==> src/rtl/route_fifo.sv <==
// Elastic ready/valid buffer behind a tile routing mux, with a combinational bypass mode.
// Optional stall counter output is enabled by defining ROUTE_FIFO_STALL_CNT_EN.
module route_fifo #(
    parameter int unsigned WIDTH = 32,
    parameter int unsigned DEPTH = 2,
    parameter int unsigned CNT_W = $clog2(DEPTH + 1)
) (
    input  logic             CLK,
    input  logic             ASYNCRESET,
    input  logic [WIDTH-1:0] I,
    input  logic             I_valid,
    output logic             I_ready,
    output logic [WIDTH-1:0] O,
    output logic             O_valid,
    input  logic             O_ready,
    input  logic             bypass,
    input  logic             flush,
`ifdef ROUTE_FIFO_STALL_CNT_EN
    output logic [15:0]      stall_cnt,
`endif
    output logic [CNT_W-1:0] count
);
    localparam int unsigned PtrW = $clog2(DEPTH);

    logic [WIDTH-1:0] mem_q [DEPTH];
    logic [PtrW-1:0]  wr_ptr_q, wr_ptr_d;
    logic [PtrW-1:0]  rd_ptr_q, rd_ptr_d;
    logic [CNT_W-1:0] count_q, count_d;
    logic             buf_full, buf_valid, push, pop;

    // Full/empty come straight from the registered count, so a pop never frees a slot same-cycle.
    assign buf_full  = (count_q == CNT_W'(DEPTH));
    assign buf_valid = (count_q != '0);
    assign push      = ~bypass & I_valid & ~buf_full;
    assign pop       = ~bypass & buf_valid & O_ready;

    always_comb begin
        wr_ptr_d = wr_ptr_q;
        rd_ptr_d = rd_ptr_q;
        count_d  = count_q;
        if (flush) begin
            wr_ptr_d = '0;
            rd_ptr_d = '0;
            count_d  = '0;
        end else begin
            if (push) begin
                wr_ptr_d = (wr_ptr_q == PtrW'(DEPTH - 1)) ? '0 : wr_ptr_q + 1'b1;
            end
            if (pop) begin
                rd_ptr_d = (rd_ptr_q == PtrW'(DEPTH - 1)) ? '0 : rd_ptr_q + 1'b1;
            end
            if (push && !pop) begin
                count_d = count_q + 1'b1;
            end else if (pop && !push) begin
                count_d = count_q - 1'b1;
            end
        end
    end

    always_ff @(posedge CLK or posedge ASYNCRESET) begin
        if (ASYNCRESET) begin
            wr_ptr_q <= '0;
            rd_ptr_q <= '0;
            count_q  <= '0;
        end else begin
            wr_ptr_q <= wr_ptr_d;
            rd_ptr_q <= rd_ptr_d;
            count_q  <= count_d;
        end
    end

    // Storage is deliberately unreset; validity is tracked by count_q alone.
    always_ff @(posedge CLK) begin
        if (push && !flush) begin
            mem_q[wr_ptr_q] <= I;
        end
    end

    always_comb begin
        if (bypass) begin
            O       = I;
            O_valid = I_valid;
            I_ready = O_ready;
        end else begin
            O       = buf_valid ? mem_q[rd_ptr_q] : '0;
            O_valid = buf_valid;
            I_ready = ~buf_full;
        end
    end

    assign count = count_q;

`ifdef ROUTE_FIFO_STALL_CNT_EN
    logic [15:0] stall_cnt_q, stall_cnt_d;

    always_comb begin
        stall_cnt_d = stall_cnt_q;
        if (flush) begin
            stall_cnt_d = '0;
        end else if (~bypass && buf_valid && ~O_ready && (stall_cnt_q != 16'hFFFF)) begin
            stall_cnt_d = stall_cnt_q + 16'd1;
        end
    end

    always_ff @(posedge CLK or posedge ASYNCRESET) begin
        if (ASYNCRESET) begin
            stall_cnt_q <= '0;
        end else begin
            stall_cnt_q <= stall_cnt_d;
        end
    end

    assign stall_cnt = stall_cnt_q;
`endif

endmodule

==> config.mk <==
export PLATFORM = sky130hd
export DESIGN_NAME = route_fifo
export DESIGN_NICKNAME = d
export VERILOG_FILES = /design/src/rtl/route_fifo.sv
export SDC_FILE = /design/constraint.sdc
export NUM_CORES = 1
export LEC_CHECK = 0
export ABC_AREA = 1
export CORE_ASPECT_RATIO = 1.2
export CORE_MARGIN = 5
export CORE_UTILIZATION = 30
export DETAILED_ROUTE_END_ITERATION = 7
export GPL_TIMING_DRIVEN = 1
export PLACE_DENSITY = 0.49
export SETUP_SLACK_MARGIN = 0.1
export SYNTH_ARGS = -nofsm -noshare
export SYNTH_HDL_FRONTEND = slang
export SYNTH_SLANG_ARGS = --single-unit
==> constraint.sdc <==
create_clock -name CLK -period 6.14 [get_ports CLK]
set_input_delay 0.614 -clock CLK [delete_from_list [all_inputs] [get_ports CLK]]
set_output_delay 0.614 -clock CLK [all_outputs]
set_load 0.02 [all_outputs]
==> metrics.md, run 1 <==
| Metric | Value |
|---|---|
| Switch share | `26.2%` |
| Maximum vdd ir drop | `~0.13 mV` |
| Overflow after GRT | `0` |
| Slew @ Worst Pin | `just over 1 ns` |
| Final Skew | `just under 0.004 ns` |
| Critical-path cell list | `buf_2 -> nor2_4 -> inv_4 -> o21ai_0 -> clkdlybuf4s50_1` |
| Antenna cells | `0` |
| Flop pwr share | `41.7%` |
| Drt pass-1 iters | `4` |
| Status | `finished clean` |
| Slew Limit Fails | `0` |
| Max Cap Viol | `0` |
| Dominant cell type by area after synthesis | `edfxtp_1` |
| Crit path buf inv count | `3` |
| Crit path max-delay cell type | `buf_2` |
| Layout cells sized above 1 | `between 10% and 20%` |
| CTS Buf Count | `9` |
| Clk buf depth | `2` |
| WP data required | `roughly 5.5 ns` |
| Maximum fanout along the worst path | `36` |
| Min-Delay Path Class | `in2async` |
| NetSw | `roughly 0.00033 W` |
| Via count | `~2,200` |
| R2R Setup Slk | `between 4 and 5 ns` |
| Initial DRC count | `85` |
| Power Dens Cells | `just under 300 mW/mm^2` |
| Synthesized area per cell | `12.7 um^2` |
| Worst-Skew Late Latency | `0.32 ns` |
| Clk slew on worst S/H paths | `about 0.05 ns` |
| Worst R2R Start | `count[1]` |
| Static Leakage | `between 1.5 and 2 nW` |
| CP arrival | `between 2 and 3 ns` |
| Ranking of synthesized cells by area | `edfxtp_1 (59%), o31ai_4 (13%), nor2_1 (8.2%)` |
| Clock Power Share | `between 30% and 40%` |
| Largest net degree at the start of global routing | `37` |
| Minimum clock period | `about 3.4 ns` |
| Synth-to-Final Area Change | `33.1%` |
| Final setup fails | `0` |
| Comb pwr share | `around 20%` |
| Antenna Nets Post-Route | `0` |
| Core area | `roughly 0.011 mm^2` |
| Worst Reg2Reg Path Length in Cells | `5` |
| I/O Buffers | `73` |
| Post-synth EDFFs | `64` |
| YS warnings | `0` |
| Post-CTS sizing | `0` |
| DR DRC count | `0` |
| Slew HR | `a little under a third` |
| Nets | `approximately 370` |
| Hold_buf cts | `0` |
| GRT Total Usage | `around an eighth` |
| Final Cycle Share | `54.8%` |
| CTS tree | `built` |
| Initial antenna violation count | `0` |
| Setup crit start | `bypass` |
| Drt total wl | `approximately 7500 um` |
| Synth Flop Type | `edfxtp_1` |
| Cell Int Power | `around 0.00094 W` |
| Worst r2r dst | `mem_q[0][23]` |
| Post-Syn Area | `roughly 0.0033 mm^2` |
| Cell count along the critical path | `5` |
| Global-route wire length before repair | `approximately 12,000 um` |
| Post-synth net total | `approximately 300` |
| DIE HEIGHT | `approximately 120 um` |
| Cell area after layout | `around 0.0043 mm^2` |
| Core Rows | `just over 40` |
| Post-DP HPWL | `around 4600 um` |
| H-tree depth | `3` |
| Placed cell area | `roughly 0.004 mm^2` |
| Io pins | `74` |
| Synth top area share | `about three fifths` |
| Sequential area share after synthesis | `between 60% and 70%` |
| Initial Utilization | `a little under a third` |
| Clock sink count | `68` |
| Root Driver | `clkbuf_16` |
| Number of synthesized register bits | `68` |
| Post-CTS Setup Inserts | `0` |
| Placer congestion estimate | `0.730` |
| FMAX | `just under 0.3 GHz` |
| Vias in the first global route | `2,304` |
| Top Family by Delay on Critical Path | `buffers and inverters` |
| Crit path launch type | `primary input` |
| Synth unique cells | `23` |
| Critical path type | `in2out` |
| Ys async rst share | `5.88%` |
| Cell count after synthesis | `between 200 and 300` |
| Routed vias/inst | `4.68` |
| Filler cells | `roughly 1,000` |
| Die ar. | `approximately 0.013 mm^2` |
| RSZ-0062 raised after global routing | `no` |
| Final Hold Vio Count | `0` |
| Average wire per standard cell | `~16 um` |
| Die Span X | `105 um` |
| Setup TNS | `0 ns` |
| Tot Pwr | `0.00127 W` |
| Crit end category | `primary output` |
| CP max stage delay | `slightly above 0.6 ns` |
| Critical Path Sink | `O_valid` |
## layer usage
metal | GRT usage (%) | up-vias | wire (um) | share of wire [%]
li1 | - | 1047 | - | -
met1 | 15.1 | 1042 | 3330 | 45
met2 | 19.2 | 60 | 3610 | 48
met3 | 2.85 | 11 | 373 | 5.0
met4 | 5.49 | 0 | 154 | 2.1
met5 | 0 | - | 0 | 0
## layout by cell type, fill, tap and decap left out, drive strengths merged
master / netlist / layout
a21oi: 1 / 1
buf: 11 / 2
bufinv: 0 / 1
clkbuf: 3 / 11
clkdlybuf4s50: 0 / 72
clkinv: 0 / 3
clkinvlp: 0 / 1
dfrtp: 4 / 4
edfxtp: 64 / 64
inv: 11 / 11
nand2: 44 / 44
nand3: 7 / 7
nand4: 1 / 1
nor2: 74 / 74
nor3: 1 / 1
o21ai: 4 / 4
o31ai: 32 / 32
## sequential cells by signal (all words and copies together), names as in the netlist
name,cells
mem_q,64
count,2
rd_ptr_q,1
wr_ptr_q,1
## worst min path at each step
stage / endpoint / slack [ns] / depth (start not counted)
after floorplan: count[0] / 0.38 / 1
after global placement: wr_ptr_q / 0.56 / 1
after detailed placement: wr_ptr_q / 0.58 / 1
after CTS: count[0] / 0.50 / 2
after global routing: count[0] / 0.53 / 2
final: count[0] / 0.50 / 2
## cell usage after synthesis (2+ instances only)
master / number
nor2_1: 71
edfxtp_1: 64
nand2_1: 44
o31ai_4: 20
o31ai_2: 9
inv_1: 8
buf_2: 7
nand3_1: 7
dfrtp_1: 4
clkbuf_1: 3
o21ai_0: 3
o31ai_1: 3
buf_12: 2
inv_2: 2
nor2_2: 2
## per-stage QoR
stage | instances | hold WS [ns] | setup WS (ns) | utilization, %
2_1_floorplan | 257 | 0.380 | 3.29 | -
3_3_place_gp | 446 | 0.561 | 2.69 | 38.4
3_5_place_dp | 446 | 0.578 | 2.73 | 38.4
4_1_cts | 462 | 0.502 | 2.71 | 41.1
5_1_grt | 462 | 0.526 | 2.55 | 41.1
6_report | 462 | 0.498 | 2.77 | 41.1
## layout make-up
type                            count  area [um^2]  share of cell area (%)
Timing Repair Buffer               74          733                    16.9
Clock buffer                       11          233                    5.35
Multi-Input combinational cell    164         1100                    25.4
Clock inverter                      5         52.6                    1.21
Inverter                           11         43.8                    1.01
Tap cell                          129          161                    3.71
Sequential cell                    68         2020                    46.5
## cell families after synthesis
logic type             synth area share (%)
AOI/OAI and AO/OA                      17.9
buffers and inverters                  4.79
DFF                                    61.9
and+or+nand+nor                        15.4
## power groups by stage
stage          sequential (W)  combinational [W]  clock (W)
6_report             0.000530           0.000249   0.000493
5_1_grt              0.000531           0.000271   0.000528
4_1_cts              0.000530           0.000255   0.000502
3_5_place_dp         0.000539           0.000255          0
3_3_place_gp         0.000539           0.000253          0
2_1_floorplan        0.000540           0.000156          0
## worst reg2reg max path: stages (launching register included)
cell	delay (ns)
dfrtp_1	0.44
inv_1	0.12
nor2_1	0.05
nor2_2	0.13
nand2_1	0.16
nor2_4	0.81
No activity file was read; power rests on OpenSTA's default activity.
==> run 2: changes to the inputs <==
clock period = 3.1 ns   (was 6.14 ns; I/O delays follow)
==> run 2 against run 1 <==
Effect of this change:
- highest routed layer unchanged
- critical endpoint is now O[11]
- routed wire length grew 1.2%
- global-route usage is essentially flat
- utilization grew 1.2 points
- clock power grew 140%
==> metrics.md, run 2 (synthesized netlist as in run 1, its figures left out) <==
| Metric | Value |
|---|---|
| Final Cycle Share | `about 91%` |
| Critical-path cell list | `inv_2 -> buf_4 -> nor2_1 -> o31ai_1 -> clkdlybuf4s50_1` |
| Final Skew | `0.00451 ns` |
| GRT Total Usage | `12.0%` |
| Final Non-Filler Cells | `approximately 470` |
| Antenna cells | `0` |
| Maximum fanout along the worst path | `20` |
| Placer congestion estimate | `just over 0.7` |
| Setup TNS | `0 ns` |
| Vias in the first global route | `2,379` |
| Die Span X | `~110 um` |
| Crit path max-delay cell type | `clkdlybuf4s50_1` |
| Initial antenna violation count | `0` |
| Final setup fails | `0` |
| Final Hold Vio Count | `0` |
| CP max stage delay | `0.69 ns` |
| Layout Utilization | `a little over two fifths` |
| Crit path launch type | `register` |
| Min-Delay Path Class | `in2async` |
| Commonest non-fill, non-tap cell in the layout | `clkdlybuf4s50_1` |
| Post-CTS sizing | `0` |
| Minimum clock period | `between 2 and 3 ns` |
| Die ar. | `0.0131 mm^2` |
| Core Rows | `slightly above 40` |
| Largest net degree at the start of global routing | `36` |
| Initial DRC count | `108` |
| Core area | `between 0.01 and 0.015 mm^2` |
| Max Cap Viol | `0` |
| Overflow after GRT | `0` |
| Post-CTS Setup Inserts | `0` |
| FMAX | `between 0.3 and 0.4 GHz` |
| Initial Utilization | `between 30% and 40%` |
| CTS Buf Count | `9` |
| RSZ-0062 raised after global routing | `no` |
| I/O Buffers | `73` |
| Filler cells | `between 900 and 1,000` |
| Crit end category | `primary output` |
| Static Leakage | `roughly 1.6 nW` |
| CP arrival | `roughly 2.5 ns` |
| Global-route wire length before repair | `~12,000 um` |
| Maximum vdd ir drop | `~0.28 mV` |
| Via count | `2,164` |
| Hold_buf cts | `0` |
| Routed vias/inst | `roughly 4.6` |
| Io pins | `74` |
| Commonest non-fill, non-tap cells in the layout | `clkdlybuf4s50_1 (72), nor2_1 (69), edfxtp_1 (64), nand2_1 (44), o31ai_4 (20)` |
| Dpl cells | `451` |
| Slew Limit Fails | `0` |
| CTS tree | `built` |
| Synth-to-Final Area Change | `37.0%` |
| WP data required | `about 2.8 ns` |
| Status | `finished clean` |
| DP Worst Slack | `~0.61 ns` |
| Worst-Skew Late Latency | `0.32 ns` |
| Most flop-heavy register | `mem_q` |
| Critical path type | `reg2out` |
| Max reg flops | `64` |
| Clk buf depth | `2` |
| Drt pass-1 iters | `4` |
| Power Dens Cells | `slightly above 600 mW/mm^2` |
| FF/Latch Area | `~0.002 mm^2` |
| Nets | `between 300 and 400` |
| Drt total wl | `approximately 7600 um` |
| Layout cells sized above 1 | `around 18%` |
| Antenna Nets Post-Route | `0` |
| Worst setup margin | `~0.29 ns` |
| Clk slew on worst S/H paths | `0.06 ns` |
| Slew @ Worst Pin | `0.610 ns` |
| H-tree depth | `3` |
| Clock sink count | `just under 70` |
| Slew HR | `59.3%` |
| DIE HEIGHT | `between 100 and 150 um` |
| Root Driver | `clkbuf_16` |
| Post-DP HPWL | `around 4900 um` |
| Average wire per standard cell | `about 16 um` |
| Multi-input gate area | `~0.0011 mm^2` |
| DR DRC count | `0` |
-- run 2: path summary, 6_finish.rpt --
check	cells past startpoint	slack [ns]	endpoint	startpoint
max in group asynchronous	2	2.75	wr_ptr_q	ASYNCRESET
max	5	0.29	O[11]	rd_ptr_q
min in group CLK	5	0.49	count[0]	bypass
max reg2reg	6	1.24	mem_q[1][22]	count[1]
min	2	0.19	count[0]	ASYNCRESET
min reg2reg	1	0.57	wr_ptr_q	wr_ptr_q
-- run 2: layout make-up --
class / instances / share of cell area, %
timing repair buffer: 79 / 17.8
inverter: 11 / 0.979
sequential: 68 / 45.2
tap: 129 / 3.61
multi-input combinational: 164 / 24.6
clock buffer: 9 / 5.03
clock inverter: 7 / 2.77
-- run 2: critical path: cells and delay by family (launching register included) --
kind	cells	cell delay [ns]
compound gates	1	0.40
buf+inv	3	1.32
flops	1	0.39
simple gates	1	0.06
-- run 2: metrics by stage --
stage / area, um^2 / hold WS [ns] / power, W
after global placement: 4130 / 0.538 / 0.00158
after CTS: 4470 / 0.194 / 0.00277
after global routing: 4470 / 0.213 / 0.00283
final: 4470 / 0.185 / 0.00273
after floorplan: 3270 / 0.0761 / 0.00138
after detailed placement: 4130 / 0.543 / 0.00158
-- run 2: report_power, final --
| part | internal [W] | switching (W) | total (W) | leakage, nW |
|---|---|---|---|---|
| logic | 0.000214 | 0.000292 | 0.000506 | 0.790 |
| clock network | 0.000791 | 0.000385 | 0.00118 | 0.166 |
| registers | 0.00103 | 0.0000134 | 0.00105 | 0.634 |
| total | 0.00204 | 0.000691 | 0.00273 | 1.59 |
-- run 2: metal layers --
| metal | up-vias | GRT usage [%] | part of all wire, % |
|---|---|---|---|
| met1 | 1042 | 13.8 | 42 |
| met3 | 6 | 3.06 | 5.0 |
| met4 | 0 | 4.51 | 1.5 |
| met5 | - | 0 | 0 |
| met2 | 59 | 21.0 | 51 |
| li1 | 1057 | - | - |
